--- src/rtl/nrzi_decoder_if.sv ---
// Serial-line receive bus between the receiver control (master) and nrzi_decoder (slave).
// stuff_err exists only when NRZI_DECODER_UNSTUFF_EN is defined.
interface nrzi_decoder_if;
    logic enable;
    logic d_line;
    logic d_orig;
    logic bit_valid;
`ifdef NRZI_DECODER_UNSTUFF_EN
    logic stuff_err;

    modport master (
        output enable,
        output d_line,
        input  d_orig,
        input  bit_valid,
        input  stuff_err
    );

    modport slave (
        input  enable,
        input  d_line,
        output d_orig,
        output bit_valid,
        output stuff_err
    );
`else
    modport master (
        output enable,
        output d_line,
        input  d_orig,
        input  bit_valid
    );

    modport slave (
        input  enable,
        input  d_line,
        output d_orig,
        output bit_valid
    );
`endif
endinterface

--- src/rtl/nrzi_decoder.sv ---
// NRZI receive decoder: line synchronizer, edge-resynced bit timing, centre sampling, NRZI reversal.
// Define NRZI_DECODER_UNSTUFF_EN to drop the bit following six 1s and flag stuffing errors.
module nrzi_decoder #(
    parameter int unsigned CLKS_PER_BIT = 8,
    parameter int unsigned SAMPLE_POINT = 3
) (
    input  logic           clk,
    input  logic           rst,
    nrzi_decoder_if.slave  bus
);

    localparam int unsigned CW = $clog2(CLKS_PER_BIT);
    typedef logic [CW-1:0] cnt_t;
    localparam cnt_t CNT_LAST   = cnt_t'(CLKS_PER_BIT - 1);
    localparam cnt_t CNT_SAMPLE = cnt_t'(SAMPLE_POINT);

    if (CLKS_PER_BIT < 4) begin : g_bad_cpb
        $error("nrzi_decoder: CLKS_PER_BIT must be at least 4");
    end
    if (SAMPLE_POINT < 1 || SAMPLE_POINT > CLKS_PER_BIT - 2) begin : g_bad_sp
        $error("nrzi_decoder: SAMPLE_POINT must be in 1..CLKS_PER_BIT-2");
    end

    logic sync1;
    logic d_sync;
    logic d_last;
    cnt_t cnt;
    cnt_t cnt_next;
    logic prev_level;
    logic prev_level_next;
    logic d_orig_q;
    logic d_orig_next;
    logic bit_valid_q;
    logic bit_valid_next;

    logic line_edge;
    logic sample;
    logic decoded;

`ifdef NRZI_DECODER_UNSTUFF_EN
    logic [2:0] ones_cnt;
    logic [2:0] ones_cnt_next;
    logic       stuff_err_q;
    logic       stuff_err_next;
`endif

    always_ff @(posedge clk or posedge rst) begin
        if (rst) begin
            sync1       <= 1'b1;
            d_sync      <= 1'b1;
            d_last      <= 1'b1;
            cnt         <= '0;
            prev_level  <= 1'b1;
            d_orig_q    <= 1'b1;
            bit_valid_q <= 1'b0;
        end else begin
            sync1       <= bus.d_line;
            d_sync      <= sync1;
            d_last      <= d_sync;
            cnt         <= cnt_next;
            prev_level  <= prev_level_next;
            d_orig_q    <= d_orig_next;
            bit_valid_q <= bit_valid_next;
        end
    end

`ifdef NRZI_DECODER_UNSTUFF_EN
    always_ff @(posedge clk or posedge rst) begin
        if (rst) begin
            ones_cnt    <= '0;
            stuff_err_q <= 1'b0;
        end else begin
            ones_cnt    <= ones_cnt_next;
            stuff_err_q <= stuff_err_next;
        end
    end
`endif

    // An edge in the sample cycle wins: the counter resyncs and that sample is skipped.
    always_comb begin
        line_edge = d_sync ^ d_last;
        sample    = bus.enable && (cnt == CNT_SAMPLE) && !line_edge;
        decoded   = (d_sync == prev_level);
    end

    always_comb begin
        cnt_next = '0;
        if (bus.enable) begin
            if (line_edge) begin
                cnt_next = cnt_t'(1);
            end else if (cnt == CNT_LAST) begin
                cnt_next = '0;
            end else begin
                cnt_next = cnt + cnt_t'(1);
            end
        end
    end

    // While idle, prev_level follows the line so the first bit decodes against the idle level.
    always_comb begin
        prev_level_next = prev_level;
        if (!bus.enable || sample) begin
            prev_level_next = d_sync;
        end
    end

`ifdef NRZI_DECODER_UNSTUFF_EN
    always_comb begin
        d_orig_next    = d_orig_q;
        bit_valid_next = 1'b0;
        ones_cnt_next  = ones_cnt;
        stuff_err_next = stuff_err_q;
        if (!bus.enable) begin
            ones_cnt_next  = '0;
            stuff_err_next = 1'b0;
        end else if (sample) begin
            if (ones_cnt == 3'd6) begin
                // Stuffed bit: swallowed silently, a 1 here means the sender broke the rule.
                ones_cnt_next = '0;
                if (decoded) begin
                    stuff_err_next = 1'b1;
                end
            end else begin
                bit_valid_next = 1'b1;
                d_orig_next    = decoded;
                ones_cnt_next  = decoded ? ones_cnt + 3'd1 : '0;
            end
        end
    end

    assign bus.stuff_err = stuff_err_q;
`else
    always_comb begin
        d_orig_next    = d_orig_q;
        bit_valid_next = 1'b0;
        if (sample) begin
            bit_valid_next = 1'b1;
            d_orig_next    = decoded;
        end
    end
`endif

    assign bus.d_orig    = d_orig_q;
    assign bus.bit_valid = bit_valid_q;

endmodule

--- src/flat_wrapper.sv ---
// flat-port wrapper written by rule: the top's interface ports become plain ports
module nrzi_decoder_flat 
#(
    parameter int unsigned CLKS_PER_BIT = 8,
    parameter int unsigned SAMPLE_POINT = 3
)
  (clk, rst, bus_enable, bus_d_line, bus_d_orig, bus_bit_valid);
  nrzi_decoder_if bus_i ();
  input  logic clk;
  input  logic rst;
  input wire logic [$bits(bus_i.enable)-1:0] bus_enable;
  input wire logic [$bits(bus_i.d_line)-1:0] bus_d_line;
  output wire logic [$bits(bus_i.d_orig)-1:0] bus_d_orig;
  output wire logic [$bits(bus_i.bit_valid)-1:0] bus_bit_valid;
  assign bus_i.enable = bus_enable;
  assign bus_i.d_line = bus_d_line;
  assign bus_d_orig = bus_i.d_orig;
  assign bus_bit_valid = bus_i.bit_valid;
  nrzi_decoder #(.CLKS_PER_BIT(CLKS_PER_BIT), .SAMPLE_POINT(SAMPLE_POINT)) u_core (.clk(clk), .rst(rst), .bus(bus_i));
endmodule
--- config.mk ---
export PLATFORM = sky130hd
export DESIGN_NAME = nrzi_decoder_flat
export DESIGN_NICKNAME = d
export VERILOG_FILES = /design/src/rtl/nrzi_decoder_if.sv /design/src/rtl/nrzi_decoder.sv /design/src/flat_wrapper.sv
export SDC_FILE = /design/constraint.sdc
export NUM_CORES = 1
export LEC_CHECK = 0
export CELL_PAD_IN_SITES_DETAIL_PLACEMENT = 0
export CELL_PAD_IN_SITES_GLOBAL_PLACEMENT = 1
export CORE_AREA = 2 2 39 41
export DETAILED_ROUTE_END_ITERATION = 10
export DIE_AREA = 0 0 41 43
export PLACE_DENSITY = 0.6
export SETUP_SLACK_MARGIN = 0.5
export SYNTH_ARGS = -nofsm -noshare
export SYNTH_HDL_FRONTEND = slang
export SYNTH_SLANG_ARGS = --single-unit
--- constraint.sdc ---
create_clock -name clk -period 3 [get_ports clk]
set_clock_uncertainty 0.1 [all_clocks]
set_input_delay 0.75 -clock clk [delete_from_list [all_inputs] [get_ports clk]]
set_output_delay 0.75 -clock clk [all_outputs]
set_load 0.005 [all_outputs]
# Yosys cells after proc, flatten, opt, wreduce, memory -nomap -nowiden
# Cells that the tools add are included.
[totals] reg_bits=9 input_bits=4 out_inout_bits=2 wordCells=21
[classes] n_addsub=1 n_eq_ne=3 muxes=4 n_bitwise=1 n_reduce_logical=5
[op_table] cell="$mux W3" n=3
[op_table] cell="$add A3 B1 Y3 const B" n=1
[op_table] cell="$eq A3 B2 Y1 const B" n=1
[op_table] cell="$eq A3 B3 Y1 const B" n=1
[op_table] cell="$logic_and A1 B1 Y1" n=2
[op_table] cell="$logic_not A1 Y1" n=2
[op_table] cell="$eq A1 B1 Y1" n=1
[op_table] cell="$logic_or A1 B1 Y1" n=1
[op_table] cell="$mux W1" n=1
[op_table] cell="$xor A1 B1 Y1" n=1

# Longest topological paths before layout
# Gate-level depths: netlist of the first run.
[logic_depth] depth_word=4 ltp_mapped=5 ltp_nobuf=5

# Least setup slack after synthesis of the first run
# OpenSTA, ideal clock, no wires.
[synth_timing] kind="input-to-reg" from="input port bus_enable" to="register u_core.cnt[1]" setup_time_ps=80 arrival_ps=1178 required_time_ps=2820 setup_slack_ps=1642 cell_stages=3 path_buffers=0 path_cell_list="inv_1 -> or2_1 -> nor3b_2"
[synth_between] elab_chain_len=1
[synth_rtl] element="from (decl)" line_no="flat_wrapper.sv:11" source="input wire logic [$bits(bus_i.enable)-1:0] bus_enable;"
[synth_rtl] element="$mux W3" line_no="nrzi_decoder.sv:88" source="if (bus.enable) begin"
[synth_rtl] element="net u_core.cnt_next[1]" line_no="nrzi_decoder.sv:28" source="cnt_t cnt_next;"
[synth_rtl] element="to (signal assigned)" line_no="nrzi_decoder.sv:60" source="cnt <= cnt_next;"
[synth_rtl] element="to (decl)" line_no="nrzi_decoder.sv:27" source="cnt_t cnt;"
# The timed path passes the listed nets, and every way through them passes these cells.
# A chain may end at the register's enable or synchronous reset.

# Final worst setup path of the first run
[layout_timing] from="register u_core.d_orig_q (netlist: u_core.bus.d_orig)" to="output port bus_d_orig"
[layout_lines] element="from (decl)" line_no="nrzi_decoder.sv:31" source="logic d_orig_q;"
[layout_lines] element="from (signal assigned)" line_no="nrzi_decoder.sv:62" source="d_orig_q <= d_orig_next;"
[layout_lines] element="to (decl)" line_no="flat_wrapper.sv:13" source="output wire logic [$bits(bus_i.d_orig)-1:0] bus_d_orig;"
# No word-level cell between the ends.

==> flow_summary.ini, run 1 <==
[cts]
cts-root-buf = clkbuf_4
post-cts-setup-buffer-count = 0
cts_hold_buf = 0
clock_tree.buffer_depth = 2
clkLatencyLatePin_ns = 0.26
clock_tree_from_tritoncts = done
cts_sinks = 9
clock_tree.htree_level_count = 1
worst_setup_hold_path_clk_slew_ns = 0.06
cts_repair_resize_count = 0
number_of_buffers_created_by_cts = 3

[timing]
hold_viol_final = 0
worst_slew_pin_slew_ns = 0.342
max_freq_mhz = 470
final.setup.worst_slack_ns = 0.872
layout_worst_path_cycle_share = 0.709
setup_failing_eps_final = 0
slew_viol_final = 0
grt_setup_unrepaired = false
finalCriticalPeriod_ns = 2.13
setup-tns-final_ns = 0
slew_headroom = 0.772
holdWs_ns = 0.258

[drt]
drcViolationCount = 0
drtAntennaViolNets = 0
first_iter_violations = 1
detail_route.wirelength_um = 604
wl_per_cell_um = 10.2
dr_total_vias = 263
via_per_inst = 4.46
drt_pre_antenna_iters = 4

[final_layout]
insertedDiodeCount = 0
multi_input_area_um2 = 134
area_delta_synth_final_pct = 25.7
post-route-util = 0.345
layout.area.seq_um2 = 231
nets = 51
drive_gt1_frac = 0.256
final.fill_count = 141

[grt]
grt_use_met3 = 0.0471
grt_most_used_layer = met2
grtUsageMet1 = 0.0867
grt_max_degree = 10
initial_antenna_violation_count = 0
groute.usage.overall = 0.0975
grt_pass1_wl_um = 1020
number_of_global_route_vias_before_repair = 274
overflow = 0
globalRouteMet2Util = 0.144

[yosys]
syn_warnings = 0
portion_of_synthesized_cell_area_occupied_by_the_leading_cell_type = 0.345
synthDistinctLibCells = 14
synth.largest_area_cell = dfstp_2
cell_area_after_technology_mapping_um2 = 380
synth_nets = 41
postSynthRegisterBits = 9
synth_area_per_cell_um2 = 11.2
syn_inst = 34
synth_seq_area_share = 0.609
leading_post_synthesis_cells_by_cell_area = dfstp_2 35%, dfrtp_1 26%, ha_1 9.9%, nor2_1 5.9%, inv_1 3.9%

[setup_path]
worst_reg2reg_path_depth = 3
start_kind = register
arrival_ns = 1.28
worstPathBufferInverterCount = 1
worstSetupPathDepth = 1
timing.critical_path.slowest_stage_cell = dfstp_2
timing_worst_setup_path_type = register to primary output
crit_path_end_kind = primary output
worst-path-max-fanout = 2
path_delay_family = flip-flops
crit_chain = clkdlybuf4s50_1
crit_path_max_incr_delay_ns = 0.53
worstPathRequired_ns = 2.15
ff2ff_setup_slack_ns = 1.70

[min_path]
kind_of_path_behind_the_tightest_hold_check = register to register
hold-path-cell-count = 0

[place]
hpwlAfterDp_um = 461
numPortBuffers = 5
place.gp.congestion = 0.675
detailedPlace.worstSlack_ns = 1.07

[run_status]
run_status = finished, final reports clean

[die]
core-area_mm2 = 0.00138
die_height_um = 43
ios = 6
initial_utilization = 0.275
die_w_um = 41
die-area_mm2 = 0.00176
placementRows = 14

[pwr]
p_leak_nw = 0.215
power_density_mw_per_mm2 = 556
peakVddDrop_v = 0.000253

[flow_run]
maxCapViolCount = 0
-- final cells by class --
class,instances,area share
multi-input combinational,21,0.280
sequential,9,0.484
inverter,4,0.0314
clock inverter,1,0.0105
tap,16,0.0419
timing repair buffer,5,0.105
clock buffer,3,0.0471
-- per-stage QoR --
| step | power, mW | std cells | instance area, um2 |
|---|---|---|---|
| finish | 0.266 | 59 | 478 |
| CTS | 0.271 | 59 | 478 |
| global route | 0.285 | 59 | 478 |
| floorplan | 0.160 | 34 | 380 |
| global placement | 0.174 | 55 | 450 |
| detailed placement | 0.176 | 55 | 450 |
-- kinds of logic after synthesis --
| kind of cell | count (synthesis) | synth area share |
|---|---|---|
| DFF | 9 | 0.609 |
| AOI/OAI and AO/OA | 5 | 0.0691 |
| adders and majority gates | 3 | 0.0987 |
| xor gates and xnor gates | 1 | 0.0230 |
| and+or+nand+nor | 12 | 0.161 |
| buffers and inverters | 4 | 0.0395 |
-- cell usage in the layout (no fill, tap or decap) --
cell type,synthesis,routed
nor3_1,1,1
o21ai_0,2,2
inv_1,4,4
ha_1,3,3
and3_2,1,1
dfrtp_1,4,4
xor2_1,1,1
clkinv_2,0,1
nor2_1,6,6
clkbuf_4,0,3
dfstp_2,5,5
a21oi_1,2,2
clkdlybuf4s50_1,0,5
o22ai_1,1,1
or2_1,1,1
nand2_1,2,2
nor3b_2,1,1
-- cell usage after synthesis --
cell / n
nor2_1: 6
and3_2: 1
nand2_1: 2
nor3b_2: 1
o21ai_0: 2
dfstp_2: 5
or2_1: 1
ha_1: 3
dfrtp_1: 4
nor3_1: 1
xor2_1: 1
a21oi_1: 2
inv_1: 4
o22ai_1: 1
-- layer usage --
layer,part of all wire,vias to the layer above
met5,0,-
met1,0.38,129
li1,-,127
met2,0.58,7
met3,0.045,0
met4,0,0
-- where the power goes --
group	switching (mW)	internal, mW	total, mW
logic	0.0135	0.0173	0.0309
clock network	0.0425	0.0491	0.0917
registers	0.00660	0.136	0.143
-- registers in the layout, summed over array words and instances, names as in the netlist --
signal and count:
u_core.prev_level 1, u_core.bus.bit_valid 1, u_core.bus.d_orig 1, u_core.d_sync 1, u_core.cnt 3, u_core.sync1 1, u_core.d_last 1
-- final timing paths --
path / from / endpoint
max: u_core.bus.d_orig$_DFFE_PP1P_ / bus_d_orig
min: u_core.sync1$_DFF_PP1_ / u_core.d_sync$_DFF_PP1_
max reg2reg: u_core.d_sync$_DFF_PP1_ / u_core.cnt[2]$_DFF_PP0_
min in group asynchronous: rst / u_core.bus.bit_valid$_DFF_PP0_
min reg2reg: u_core.sync1$_DFF_PP1_ / u_core.d_sync$_DFF_PP1_
max in group asynchronous: rst / u_core.bus.d_orig$_DFFE_PP1P_
Note: power is estimated with default switching activity, not from simulation.
==> run 2: changes to the inputs <==
- PLACE_DENSITY: 0.6 -> 0.63
- clock period: 3 -> 1.9 ns (I/O delays scaled with it)
==> run 2 against run 1 <==
  * Register-to-register slack worse by 1.1 ns
  * Sequential share of layout area is 0.63 points lower
  * Via count is 0.38% higher
  * Worst setup slack worse by 0.43 ns
  * Wire length is 5.8% lower
  * Die area stayed put
  * First-iteration DRC count grew to 7.0 times the previous value
  * Non-clock buffer count stayed put
  * Critical endpoint unchanged
  * Largest power group unchanged
==> flow_summary.ini, run 2 (synthesis results as in run 1) <==
[run_status]
run_status = finished, final reports clean

[setup_path]
crit_path_max_incr_delay_ns = 0.54
timing_worst_setup_path_type = register to primary output
timing.critical_path.slowest_stage_cell = dfstp_2
worstPathBufferInverterCount = 1
crit_chain = buf_6
worst-path-max-fanout = 2
crit_path_end_kind = primary output
path_delay_family = flip-flops
arrival_ns = 0.88
start_kind = register
worstPathRequired_ns = 1.32

[die]
ios = 6
initial_utilization = 0.275
die_w_um = 41
die_height_um = 43
die-area_mm2 = 0.00176
core-area_mm2 = 0.00138
placementRows = 14

[place]
numPortBuffers = 5
detailedPlace.worstSlack_ns = 0.237
dp.cells = 55
place.gp.congestion = 0.671
placedInstanceArea_um2 = 450

[grt]
grt_max_degree = 10
overflow = 0
grt_pass1_wl_um = 1010
groute.usage.overall = 0.0895
initial_antenna_violation_count = 0
number_of_global_route_vias_before_repair = 270

[timing]
final.setup.worst_slack_ns = 0.447
setup-tns-final_ns = 0
slew_headroom = 0.779
finalCriticalPeriod_ns = 1.45
layout_worst_path_cycle_share = 0.765
slew_viol_final = 0
setup_failing_eps_final = 0
hold_viol_final = 0
worst_slew_pin_slew_ns = 0.332
max_freq_mhz = 688
grt_setup_unrepaired = true
holdWs_ns = 0.261

[drt]
first_iter_violations = 7
detail_route.wirelength_um = 569
drtAntennaViolNets = 0
dr_total_vias = 264
via_per_inst = 4.47
drcViolationCount = 0
drt_pre_antenna_iters = 2
wl_per_cell_um = 9.64

[final_layout]
finalInstanceArea_um2 = 484
final.fill_count = 151
final_cell_mix = 6 x nor2_1, 5 x dfstp_2, 4 x inv_1, 4 x dfrtp_1
nets = 51
drive_gt1_frac = 0.326
largest_register_ff_count = 3
post-route-util = 0.350
largest-register = u_core.cnt
insertedDiodeCount = 0
area_delta_synth_final_pct = 27.3
layout.cells.non_filler = 59
mostFrequentLayoutCell = nor2_1

[pwr]
p_leak_nw = 0.229
peakVddDrop_v = 0.000386
power_density_mw_per_mm2 = 863
overall_power_of_the_completed_layout_mw = 0.418

[cts]
clock_tree.htree_level_count = 1
cts_hold_buf = 0
cts-root-buf = clkbuf_4
post-cts-setup-buffer-count = 0
clkLatencyLatePin_ns = 0.25
number_of_buffers_created_by_cts = 3
clock_tree.buffer_depth = 2
clock_tree_from_tritoncts = done
worst_setup_hold_path_clk_slew_ns = 0.06
cts_sinks = 9

[min_path]
kind_of_path_behind_the_tightest_hold_check = register to register

[flow_run]
maxCapViolCount = 0
run 2: changes by cell type in the layout (fill, tap and decap cells not counted), sizes merged:
cell / before / now
clkdlybuf4s50: 5 / 2
buf: 0 / 1
dlymetal6s2s: 0 / 1
clkbuf: 3 / 4
run 2: final cells by class:
| cell class | instances | area (um2) | share of cell area |
|---|---|---|---|
| clock buffers | 3 | 22.5 | 0.0465 |
| clock inverters | 1 | 5.00 | 0.0103 |
| inverters | 4 | 15.0 | 0.0310 |
| multi-input cells | 21 | 141 | 0.292 |
| flip-flops and latches | 9 | 231 | 0.478 |
| well taps | 16 | 20.0 | 0.0413 |
| repair buffers | 5 | 48.8 | 0.101 |
run 2: final timing paths:
| path | endpoint | slack, ns | depth (start not counted) | from |
|---|---|---|---|---|
| max | bus_d_orig | 0.45 | 1 | u_core.bus.d_orig$_DFFE_PP1P_ |
| min | u_core.d_sync$_DFF_PP1_ | 0.26 | 0 | u_core.sync1$_DFF_PP1_ |
| max reg2reg | u_core.prev_level$_DFFE_PP1P_ | 0.62 | 5 | u_core.cnt[0]$_DFF_PP0_ |
| min reg2reg | u_core.d_sync$_DFF_PP1_ | 0.26 | 0 | u_core.sync1$_DFF_PP1_ |
| max in group asynchronous | u_core.bus.d_orig$_DFFE_PP1P_ | 1.04 | 2 | rst |
| min in group asynchronous | u_core.bus.bit_valid$_DFF_PP0_ | 0.37 | 2 | rst |
run 2: routing by layer:
metal | vias to the layer above | GRT usage | wire (um)
met3 | 0 | 0.0471 | 29
met1 | 131 | 0.0872 | 214
met4 | 0 | 0.0600 | 0
li1 | 128 | - | -
met2 | 5 | 0.138 | 324
met5 | - | 0 | 0
run 2: report_power, final:
| part | switching [mW] | internal [mW] |
|---|---|---|
| clock | 0.0647 | 0.0774 |
| sequential | 0.0117 | 0.215 |
| combinational | 0.0207 | 0.0280 |
| total | 0.0970 | 0.321 |
run 2: timing repair:
item,in CTS,in global routing
pin swaps,1,0
endpoints found under the setup margin,3,3
resized for setup,6,4
==> run 3: changes to the inputs <==
- PLACE_DENSITY: 0.63 -> 0.6
- clock period: 1.9 -> 1.4 ns (I/O delays scaled with it)
==> run 3 against run 2 <==
  * Clock power is 35% higher
  * Critical path depth stayed put
  * Register-to-register slack worse by 0.41 ns
  * Critical path type unchanged
  * Largest cell class unchanged
  * Largest power group unchanged
==> flow_summary.ini, run 3 (synthesis results as in run 1) <==
[timing]
holdWs_ns = 0.251
grt_setup_unrepaired = true
slew_headroom = 0.786
setup-tns-final_ns = 0
slew_viol_final = 0
worst_slew_pin_slew_ns = 0.320
final.setup.worst_slack_ns = 0.0802
layout_worst_path_cycle_share = 0.943
hold_viol_final = 0
max_freq_mhz = 758
setup_failing_eps_final = 0
finalCriticalPeriod_ns = 1.32

[cts]
clock_tree.buffer_depth = 2
clock_tree_from_tritoncts = done
clkLatencyLatePin_ns = 0.25
cts-root-buf = clkbuf_4
cts_sinks = 9
clock_tree.htree_level_count = 1
worst_setup_hold_path_clk_slew_ns = 0.06
number_of_buffers_created_by_cts = 3

[place]
numPortBuffers = 5
place.gp.congestion = 0.673
hpwlAfterDp_um = 540
detailedPlace.worstSlack_ns = -0.0885

[flow_run]
maxCapViolCount = 0

[drt]
first_iter_violations = 2
met2_wire_length_um = 338
dr_total_vias = 271
drtAntennaViolNets = 0
via_per_inst = 4.17
dr_wl_met3_um = 31
drt_pre_antenna_iters = 2
wl_per_cell_um = 10.4
top_layer_used = met4
met1Wirelength_um = 294
detail_route.wirelength_um = 677
drcViolationCount = 0

[final_layout]
multi_input_area_um2 = 191
post-route-util = 0.420
final.fill_count = 136
largest_register_ff_count = 3
drive_gt1_frac = 0.531
layout.area.seq_um2 = 231
largest-register = u_core.cnt
area_delta_synth_final_pct = 53.0
insertedDiodeCount = 0
final_cell_mix = 5 x buf_4, 5 x dfstp_2, 4 x nor2_1, 4 x dfrtp_1
nets = 57

[setup_path]
start_kind = register
path_delay_family = flip-flops
crit_path_max_incr_delay_ns = 0.53
crit_chain = buf_6
worst-path-max-fanout = 2
crit_path_end_kind = primary output
ff2ff_setup_slack_ns = 0.21
timing.critical_path.slowest_stage_cell = dfstp_2
worst_reg2reg_path_depth = 3
timing_worst_setup_path_type = register to primary output
regToRegStartpoint = u_core.d_sync$_DFF_PP1_
worstPathRequired_ns = 0.95
critical_path.startpoint = u_core.bus.d_orig$_DFFE_PP1P_
arrival_ns = 0.87
worstPathBufferInverterCount = 1
worstReg2RegEnd = u_core.cnt[1]$_DFF_PP0_

[min_path]
kind_of_path_behind_the_tightest_hold_check = input pin to async pin

[pwr]
power_density_mw_per_mm2 = 1020
p_leak_nw = 0.263
peakVddDrop_v = 0.000596

[die]
core-area_mm2 = 0.00138
die-area_mm2 = 0.00176
die_height_um = 43
placementRows = 14
initial_utilization = 0.275
ios = 6
die_w_um = 41

[run_status]
run_status = finished, final reports clean

[grt]
grt_max_degree = 10
overflow = 0
number_of_global_route_vias_before_repair = 314
initial_antenna_violation_count = 0
groute.usage.overall = 0.111
grt_pass1_wl_um = 1260
## run 3: repair_timing
action | 4_1_cts | 5_1_grt
buffers inserted | 4 | 0
endpoints found under the setup margin | 8 | 8
pin swaps | 10 | 6
hold buffers | 0 | 0
gates resized for setup | 10 | 4
## run 3: per-layer routing
| layer | global-route usage | vias up |
|---|---|---|
| met5 | 0 | - |
| li1 | - | 138 |
| met4 | 0.0800 | 0 |
| met2 | 0.163 | 5 |
| met1 | 0.130 | 126 |
| met3 | 0.0314 | 2 |
## run 3: cell type report
cell class	instances	area share
Clock buffer	4	0.0452
Tap cell	16	0.0344
Inverter	4	0.0258
Sequential cell	9	0.398
Timing Repair Buffer	11	0.168
Multi-Input combinational cell	21	0.329
## run 3: power by group
part | leakage [nW] | total [mW] | switching (mW) | internal [mW]
sequential | 0.106 | 0.308 | 0.0161 | 0.292
combinational | 0.142 | 0.0953 | 0.0373 | 0.0580
clock | 0.0150 | 0.191 | 0.0820 | 0.109
total | 0.263 | 0.595 | 0.135 | 0.460
## run 3: per-stage QoR
stage	total power [mW]	area (um2)	instances
after global placement	0.390	513	57
final	0.595	582	65
after floorplan	0.352	428	34
after global routing	0.639	582	65
after CTS	0.599	566	65
after detailed placement	0.393	513	57
## run 3: worst max-delay path by stage
stage                                    to  slack [ns]  cells past startpoint
global placement    u_core.cnt[1]$_DFF_PP0_       -0.07                      4
detailed placement  u_core.cnt[1]$_DFF_PP0_       -0.09                      4
global route                     bus_d_orig        0.05                      1
finish                           bus_d_orig        0.08                      1
floorplan           u_core.cnt[1]$_DFF_PP0_        0.19                      3
CTS                              bus_d_orig        0.06                      1
## run 3: worst reg2reg max path: stages (launching register included)
cell,delay (ns)
dfstp_2,0.56
xor2_2,0.07
or2_1,0.23
nor3b_2,0.15
